$ cat config.mk
export PLATFORM = sky130hd
export DESIGN_NAME = hazard_stall_ctrl
export DESIGN_NICKNAME = d
export VERILOG_FILES = /design/src/rtl/pipe_ctrl_pkg.sv /design/src/rtl/load_use_detect.sv /design/src/rtl/hazard_stall_ctrl.sv
export SDC_FILE = /design/constraint.sdc
export NUM_CORES = 1
export LEC_CHECK = 0
export CAP_MARGIN = 15
export CORE_ASPECT_RATIO = 0.6
export CORE_MARGIN = 1
export CORE_UTILIZATION = 33
export DETAILED_ROUTE_END_ITERATION = 8
export GPL_TIMING_DRIVEN = 0
export HOLD_SLACK_MARGIN = 0.03
export MAX_ROUTING_LAYER = met4
export PLACE_DENSITY_LB_ADDON = 0.2
export SLEW_MARGIN = 40
export SYNTH_ARGS = -nofsm -noshare
export SYNTH_HDL_FRONTEND = slang
export SYNTH_SLANG_ARGS = --single-unit
$ cat constraint.sdc
create_clock -name clk -period 2.3 [get_ports clk]
set_clock_uncertainty 0.15 [all_clocks]
set_input_delay 0.69 -clock clk [delete_from_list [all_inputs] [get_ports clk]]
set_output_delay 0.69 -clock clk [all_outputs]
set_load 0.05 [all_outputs]
$ cat src/rtl/pipe_ctrl_pkg.sv
// Shared types and widths for the pipeline hazard/stall controller.
package pipe_ctrl_pkg;

  localparam int CNT_W = 4;

  typedef enum logic [1:0] {
    RUN      = 2'd0,
    LU_STALL = 2'd1,
    FLUSH    = 2'd2
  } hz_state_t;

endpackage

$ cat src/rtl/load_use_detect.sv
// Combinational load-use detector: a load in EX writes a register the ID instruction reads.
module load_use_detect (
  input  logic [3:0] id_rn,
  input  logic [3:0] id_rm,
  input  logic       id_uses_rn,
  input  logic       id_uses_rm,
  input  logic [3:0] ex_Rd,
  input  logic       ex_mem_read_en,
  input  logic       ex_reg_write_en,
  output logic       hazard
);

  logic rn_hit;
  logic rm_hit;

  always_comb begin
    rn_hit = id_uses_rn && (id_rn == ex_Rd);
    rm_hit = id_uses_rm && (id_rm == ex_Rd);
    hazard = ex_mem_read_en && ex_reg_write_en && (rn_hit || rm_hit);
  end

endmodule

$ cat src/rtl/hazard_stall_ctrl.sv
// Stall/flush controller for the 5-stage pipeline: stage enables, IF/ID flush, ID/EX bubble.
// Define HAZARD_PERF_CNT_EN to build the load-use / flush / memory-stall event counters.
module hazard_stall_ctrl
  import pipe_ctrl_pkg::*;
#(
  parameter int unsigned LOAD_USE_STALL = 1,
  parameter int unsigned FLUSH_CYCLES   = 1,
  parameter int unsigned MEM_TIMEOUT    = 64
) (
  input  logic        clk,
  input  logic        reset_n,
  input  logic [3:0]  id_rn,
  input  logic [3:0]  id_rm,
  input  logic        id_uses_rn,
  input  logic        id_uses_rm,
  input  logic [3:0]  ex_Rd,
  input  logic        ex_mem_read_en,
  input  logic        ex_reg_write_en,
  input  logic        ex_branch_taken,
  input  logic        mem_busy,
  output logic        pc_en,
  output logic        if_id_en,
  output logic        id_ex_en,
  output logic        ex_mem_en,
  output logic        mem_wb_en,
  output logic        if_id_flush,
  output logic        id_ex_bubble,
  output logic        mem_timeout,
  output logic [31:0] perf_lu_stalls,
  output logic [31:0] perf_flushes,
  output logic [31:0] perf_mem_stalls
);

  localparam int WAIT_W = 16;
  localparam logic [WAIT_W-1:0] WAIT_MAX  = WAIT_W'(MEM_TIMEOUT);
  localparam logic [WAIT_W-1:0] WAIT_LAST = WAIT_W'(MEM_TIMEOUT - 1);
  localparam logic [CNT_W-1:0]  LU_INIT   = CNT_W'(LOAD_USE_STALL - 1);
  localparam logic [CNT_W-1:0]  FL_INIT   = CNT_W'(FLUSH_CYCLES - 1);

  hz_state_t         state_q, state_d;
  logic [CNT_W-1:0]  cnt_q, cnt_d;
  logic [WAIT_W-1:0] wait_q, wait_d;
  logic              timeout_q, timeout_d;
  logic              lu_hazard;
  logic              stall_lu;
  logic              squash;
  logic              run_en;

  load_use_detect u_load_use_detect (
    .id_rn           (id_rn),
    .id_rm           (id_rm),
    .id_uses_rn      (id_uses_rn),
    .id_uses_rm      (id_uses_rm),
    .ex_Rd           (ex_Rd),
    .ex_mem_read_en  (ex_mem_read_en),
    .ex_reg_write_en (ex_reg_write_en),
    .hazard          (lu_hazard)
  );

  always_ff @(posedge clk or negedge reset_n) begin
    if (!reset_n) begin
      state_q   <= RUN;
      cnt_q     <= '0;
      wait_q    <= '0;
      timeout_q <= 1'b0;
    end else begin
      state_q   <= state_d;
      cnt_q     <= cnt_d;
      wait_q    <= wait_d;
      timeout_q <= timeout_d;
    end
  end

  // Branch outranks load-use in RUN: the instruction in ID is wrong-path anyway.
  always_comb begin
    state_d  = state_q;
    cnt_d    = cnt_q;
    stall_lu = 1'b0;
    squash   = 1'b0;
    case (state_q)
      RUN: begin
        if (ex_branch_taken) begin
          squash = 1'b1;
          if (FLUSH_CYCLES > 1) begin
            state_d = FLUSH;
            cnt_d   = FL_INIT;
          end
        end else if (lu_hazard) begin
          stall_lu = 1'b1;
          if (LOAD_USE_STALL > 1) begin
            state_d = LU_STALL;
            cnt_d   = LU_INIT;
          end
        end
      end
      LU_STALL: begin
        stall_lu = 1'b1;
        if (cnt_q == CNT_W'(1)) begin
          state_d = RUN;
          cnt_d   = '0;
        end else begin
          cnt_d = cnt_q - CNT_W'(1);
        end
      end
      FLUSH: begin
        squash = 1'b1;
        if (cnt_q == CNT_W'(1)) begin
          state_d = RUN;
          cnt_d   = '0;
        end else begin
          cnt_d = cnt_q - CNT_W'(1);
        end
      end
      default: begin
        state_d = RUN;
        cnt_d   = '0;
      end
    endcase
    // A busy data memory freezes everything, including the countdown.
    if (mem_busy) begin
      state_d  = state_q;
      cnt_d    = cnt_q;
      stall_lu = 1'b0;
      squash   = 1'b0;
    end
  end

  always_comb begin
    wait_d    = '0;
    timeout_d = timeout_q;
    if (mem_busy) begin
      wait_d = (wait_q == WAIT_MAX) ? wait_q : wait_q + WAIT_W'(1);
      if (wait_q == WAIT_LAST) begin
        timeout_d = 1'b1;
      end
    end
  end

  always_comb begin
    run_en       = reset_n && !mem_busy;
    pc_en        = run_en && !stall_lu;
    if_id_en     = run_en && !stall_lu;
    id_ex_en     = run_en;
    ex_mem_en    = run_en;
    mem_wb_en    = run_en;
    if_id_flush  = reset_n && squash;
    id_ex_bubble = reset_n && (squash || stall_lu);
    mem_timeout  = timeout_q;
  end

`ifdef HAZARD_PERF_CNT_EN
  logic [31:0] perf_lu_q, perf_lu_d;
  logic [31:0] perf_fl_q, perf_fl_d;
  logic [31:0] perf_ms_q, perf_ms_d;

  always_comb begin
    perf_lu_d = perf_lu_q;
    perf_fl_d = perf_fl_q;
    perf_ms_d = perf_ms_q;
    if (stall_lu) begin
      perf_lu_d = perf_lu_q + 32'd1;
    end
    if (squash) begin
      perf_fl_d = perf_fl_q + 32'd1;
    end
    if (mem_busy) begin
      perf_ms_d = perf_ms_q + 32'd1;
    end
  end

  always_ff @(posedge clk or negedge reset_n) begin
    if (!reset_n) begin
      perf_lu_q <= '0;
      perf_fl_q <= '0;
      perf_ms_q <= '0;
    end else begin
      perf_lu_q <= perf_lu_d;
      perf_fl_q <= perf_fl_d;
      perf_ms_q <= perf_ms_d;
    end
  end

  assign perf_lu_stalls  = perf_lu_q;
  assign perf_flushes    = perf_fl_q;
  assign perf_mem_stalls = perf_ms_q;
`else
  assign perf_lu_stalls  = '0;
  assign perf_flushes    = '0;
  assign perf_mem_stalls = '0;
`endif

endmodule

==> results of run 1 <==
-- worst register-to-register path, stage by stage (launching register included) --
cell	delay (ns)
dfrtp_1	0.41
ha_1	0.24
nand3_1	0.26
nor3_1	0.38
nand3b_1	0.12
a21oi_1	0.15
-- metrics by stage --
step / power (uW) / TNS [ns]
floorplan: 846 / -0.666
global placement: 910 / -11.84
detailed placement: 910 / -7.77
CTS: 1150 / -1.28
global route: 1200 / -1.36
finish: 1150 / -1.26
-- flip-flops by register name, indices dropped and copies added, names as in the netlist --
signal / count
mem_timeout: 1
wait_q: 16
-- layout make-up --
class,count,area (um^2),area share
buffer,100,751,0.282
clock buffer,4,45.0,0.0169
inverter,9,33.8,0.0127
multi-input combinational,187,1060,0.398
sequential,17,425,0.160
tap,66,82.6,0.0310
timing repair buffer,31,267,0.100
-- placed cells by master, fill, tap and decap left out, types with 7 or more instances in the layout --
cell and n:
buf_2 8, buf_4 104, conb_1 96, dfrtp_1 17, dlygate4sd2_1 9, inv_1 7, nand2_1 8, nor2_1 10
xnor2_1 9
-- worst paths after layout --
| path | startpoint | endpoint | slack (ns) | cells after the start |
|---|---|---|---|---|
| setup / recovery | id_rn[1] | pc_en | -0.44 | 7 |
| hold / removal | reset_n | wait_q[9] | 0.08 | 1 |
| setup reg to reg | wait_q[0] | wait_q[14] | 0.52 | 5 |
| hold reg to reg | mem_timeout | mem_timeout | 0.32 | 1 |
| max in group asynchronous | reset_n | wait_q[12] | 1.79 | 1 |
| min in group clk | mem_timeout | mem_timeout | 0.32 | 1 |
-- repair_timing --
action | 4_1_cts | 5_1_grt
setup endpoints to repair | 7 | 6
resized for setup | 97 | 2
pin swaps | 14 | 2
cloned | 0 | 0
setup buffers | 4 | 0
-- power by group through the flow --
| stage | clock (uW) | combinational (uW) | sequential, uW |
|---|---|---|---|
| after floorplan | 0 | 533 | 313 |
| after global placement | 0 | 595 | 315 |
| after detailed placement | 0 | 595 | 315 |
| after CTS | 230 | 605 | 310 |
| after global routing | 240 | 645 | 311 |
| final | 224 | 614 | 310 |
-- metal layers --
metal  share of wire  vias to the layer above  wire length [um]
met4          0.0060                        0                21
met2            0.45                       85              1570
met3            0.10                        2               353
met5               0                        -                 0
met1            0.45                      602              1570
li1                -                      785                 -
-- cell families (layout without fill, tap and decap cells) --
logic type / count (synthesis) / in the layout / synth area share
other cells: 1 / 96 / 0.00207
buf+inv: 109 / 144 / 0.430
mux: 1 / 1 / 0.00552
simple gates: 59 / 59 / 0.189
fa+ha+maj: 2 / 2 / 0.0138
compound gates: 15 / 15 / 0.0572
flops: 17 / 17 / 0.234
xor+xnor: 14 / 14 / 0.0676
==> out/results.txt, run 1 <==
For this design the total switching power over the nets is 548 uW. On the critical path the largest part of the delay comes from compound AO/OA/AOI/OAI gates. The floorplan die area is 5810 um^2.

Final hold analysis gives a worst-case slack of 0.0757 ns. TritonCTS built the clock tree. The logs give 0 for the initial antenna violation count and 0 for the number of pins with negative max-slew slack in the final report.

Clock-pin slew was measured on the worst setup and hold paths at 0.07 ns. The first global-routing pass estimated 5420 um of wire. Cell internal power was estimated by the tool at 600 uW. The switching part of the total works out to 0.478. The final antenna-violating net count was 0. Yosys attributes the largest share of cell area to buf_4 41%, dfrtp_1 23%, xnor2_1 4.3%. The starting density of the core came out at 0.350. Counting flops and latches in the post-synthesis netlist gives 17. The count of synthesis-stage warnings from yosys is 0.

The final estimated routing congestion in global placement was 0.816. Along the worst path, the maximum fanout reaches 2. The deepest clock path buffer count was 2. In this run, placement finished with an instance count of 406. Startpoint type of the worst setup path: an input port. The cell leakage power was 0.00149 uW. The cell count after synthesis came out at 218. The portion of synthesized cell area occupied by the leading cell type was 0.410; the total count of hold-check failures in the final report was 0. The setup path with the least slack is of type input port to output pin. Most common cell type on the critical path: buf_6. The tools report the relative contribution of the clock network to total power as 0.195. The run gives 1 as the number of levels the H-tree was split into. The fraction of met2 tracks used by global routing is 0.180, and the global route total overflow is 0.

In this run the most used layer during global routing was met2. The worst path in the final design needs a cycle of 2.74 ns, including I/O delays and setup. The checks that failed: design-rule violations, negative setup slack. Prior to clock tree synthesis, the placed netlist has a worst setup slack of -1.40 ns. Across the run, the number of max-cap violations was 0. For this run, the leading register cell type out of synthesis is dfrtp_1.

In this run, the number of DRC markers left after iteration 0 of detailed routing was 49. The via count of the first global-routing pass is 1197. The top cell type by total area after synthesis was buf_4. Once layout is done, the placed cells without fillers occupy 2670 um^2.

For the top-level port count, the log shows 124. The final layout contains routed wiring with a total length of 3520 um. The iteration count of the initial detailed-routing pass is 6.

The proportion of layout cells with a drive suffix above 1 was 0.402. The clock root buffer was clkbuf_8. The commonest cells after synthesis are 99 x buf_4, 17 x dfrtp_1, 11 x nor2_1. The critical path goes through buf_6 -> nor2b_4 -> a221o_1 -> o41ai_4 -> nor2_4 -> buf_6 -> buf_8.

The final worst setup slack was -0.438 ns. The run finished, with violations left. Setup repair after global routing could not meet its margin everywhere. Area growth from synthesis to layout: 47.0%. The tools report the combined global-route utilization of all metal layers as 0.123. For the end-of-flow core utilization, the log shows 0.515. CTS saw 17 sinks. The number of fill cells is 488, and the detail-routed net length per standard cell is 8.49 um. The routed via count divided by cell count came out at 3.56.

Buffers inserted during clock tree synthesis total 3. The die is 59.4 um tall. The run gives 9 as the count of unresolved DRC violations after routing. Delay contributed by the slowest stage of the critical path: 0.38 ns. Dividing total power by cell area gives a power density of 430 nW/um^2. Timing would allow up to 365 MHz. The tools report the arrival time at the worst endpoint as 1.90 ns. The path class of the tightest hold or removal check is input port to async pin. The tools report the post-synthesis sequential area ratio as 0.234. The most frequent cell after synthesis was buf_4. Maximum vdd ir drop: 0.180 mV.

Setup violations remaining at the end of the flow were counted as 3. Period utilization: 1.19. The share of total power in sequential cells is 0.270. The worst setup path is captured at an output pin. In this run, post-CTS hold repair placed 0 buffers.

The count of flip-flops with a built-in enable after synthesis works out to 0. The combinational fraction of design power came out at 0.535. Entering global routing, the biggest net connects 19 pins. The run gives 33 as the distinct cell type count of the synthesized netlist. The placed standard-cell area was 2550 um^2; the number of buffer cells added on primary ports was 27. The logs give 0.26 ns for the later-pin clock latency in the skew report and 1.46 ns for the critical path data required time. Met3 track demand over resource in global routing: 0.0377. The final layout contains 371 nets. The region available for standard cell placement spans 5180 um^2.

The global routing usage on met1 is 0.163, and the post-synth design cell area is 1810 um^2. The wire-length estimate of the detail-placed layout is 2910 um. The antenna cell count was 0; the average footprint of a synthesized cell was 8.32 um^2. The number of buffers and inverters on the critical path is 3.

The horizontal die dimension is 97.7 um, and the share of async-settable or async-resettable flops after synthesis is 1.00. The routed layout has 1474 vias. The initialized floorplan defines 20 standard-cell rows. The tools report the filler-free cell count of the finished design as 414. The worst-path cell with the longest stage delay is o41ai_4.
Note: power is estimated with default switching activity, not from simulation.
==> run 2: changes to the inputs <==
--- a/config.mk
+++ b/config.mk
@@ -7,7 +7,6 @@
 export LEC_CHECK = 0
 export CAP_MARGIN = 15
 export CORE_ASPECT_RATIO = 0.6
-export CORE_MARGIN = 1
 export CORE_UTILIZATION = 33
 export DETAILED_ROUTE_END_ITERATION = 8
 export GPL_TIMING_DRIVEN = 0
==> results of run 2 <==
No change in the layout: final DEF, timing and power equal those of run 1.
==> run 3: changes to the inputs <==
--- a/config.mk
+++ b/config.mk
@@ -5,7 +5,6 @@
 export SDC_FILE = /design/constraint.sdc
 export NUM_CORES = 1
 export LEC_CHECK = 0
-export CAP_MARGIN = 15
 export CORE_ASPECT_RATIO = 0.6
 export CORE_UTILIZATION = 33
 export DETAILED_ROUTE_END_ITERATION = 8
==> results of run 3 <==
No change in the layout: final DEF, timing and power equal those of run 1.
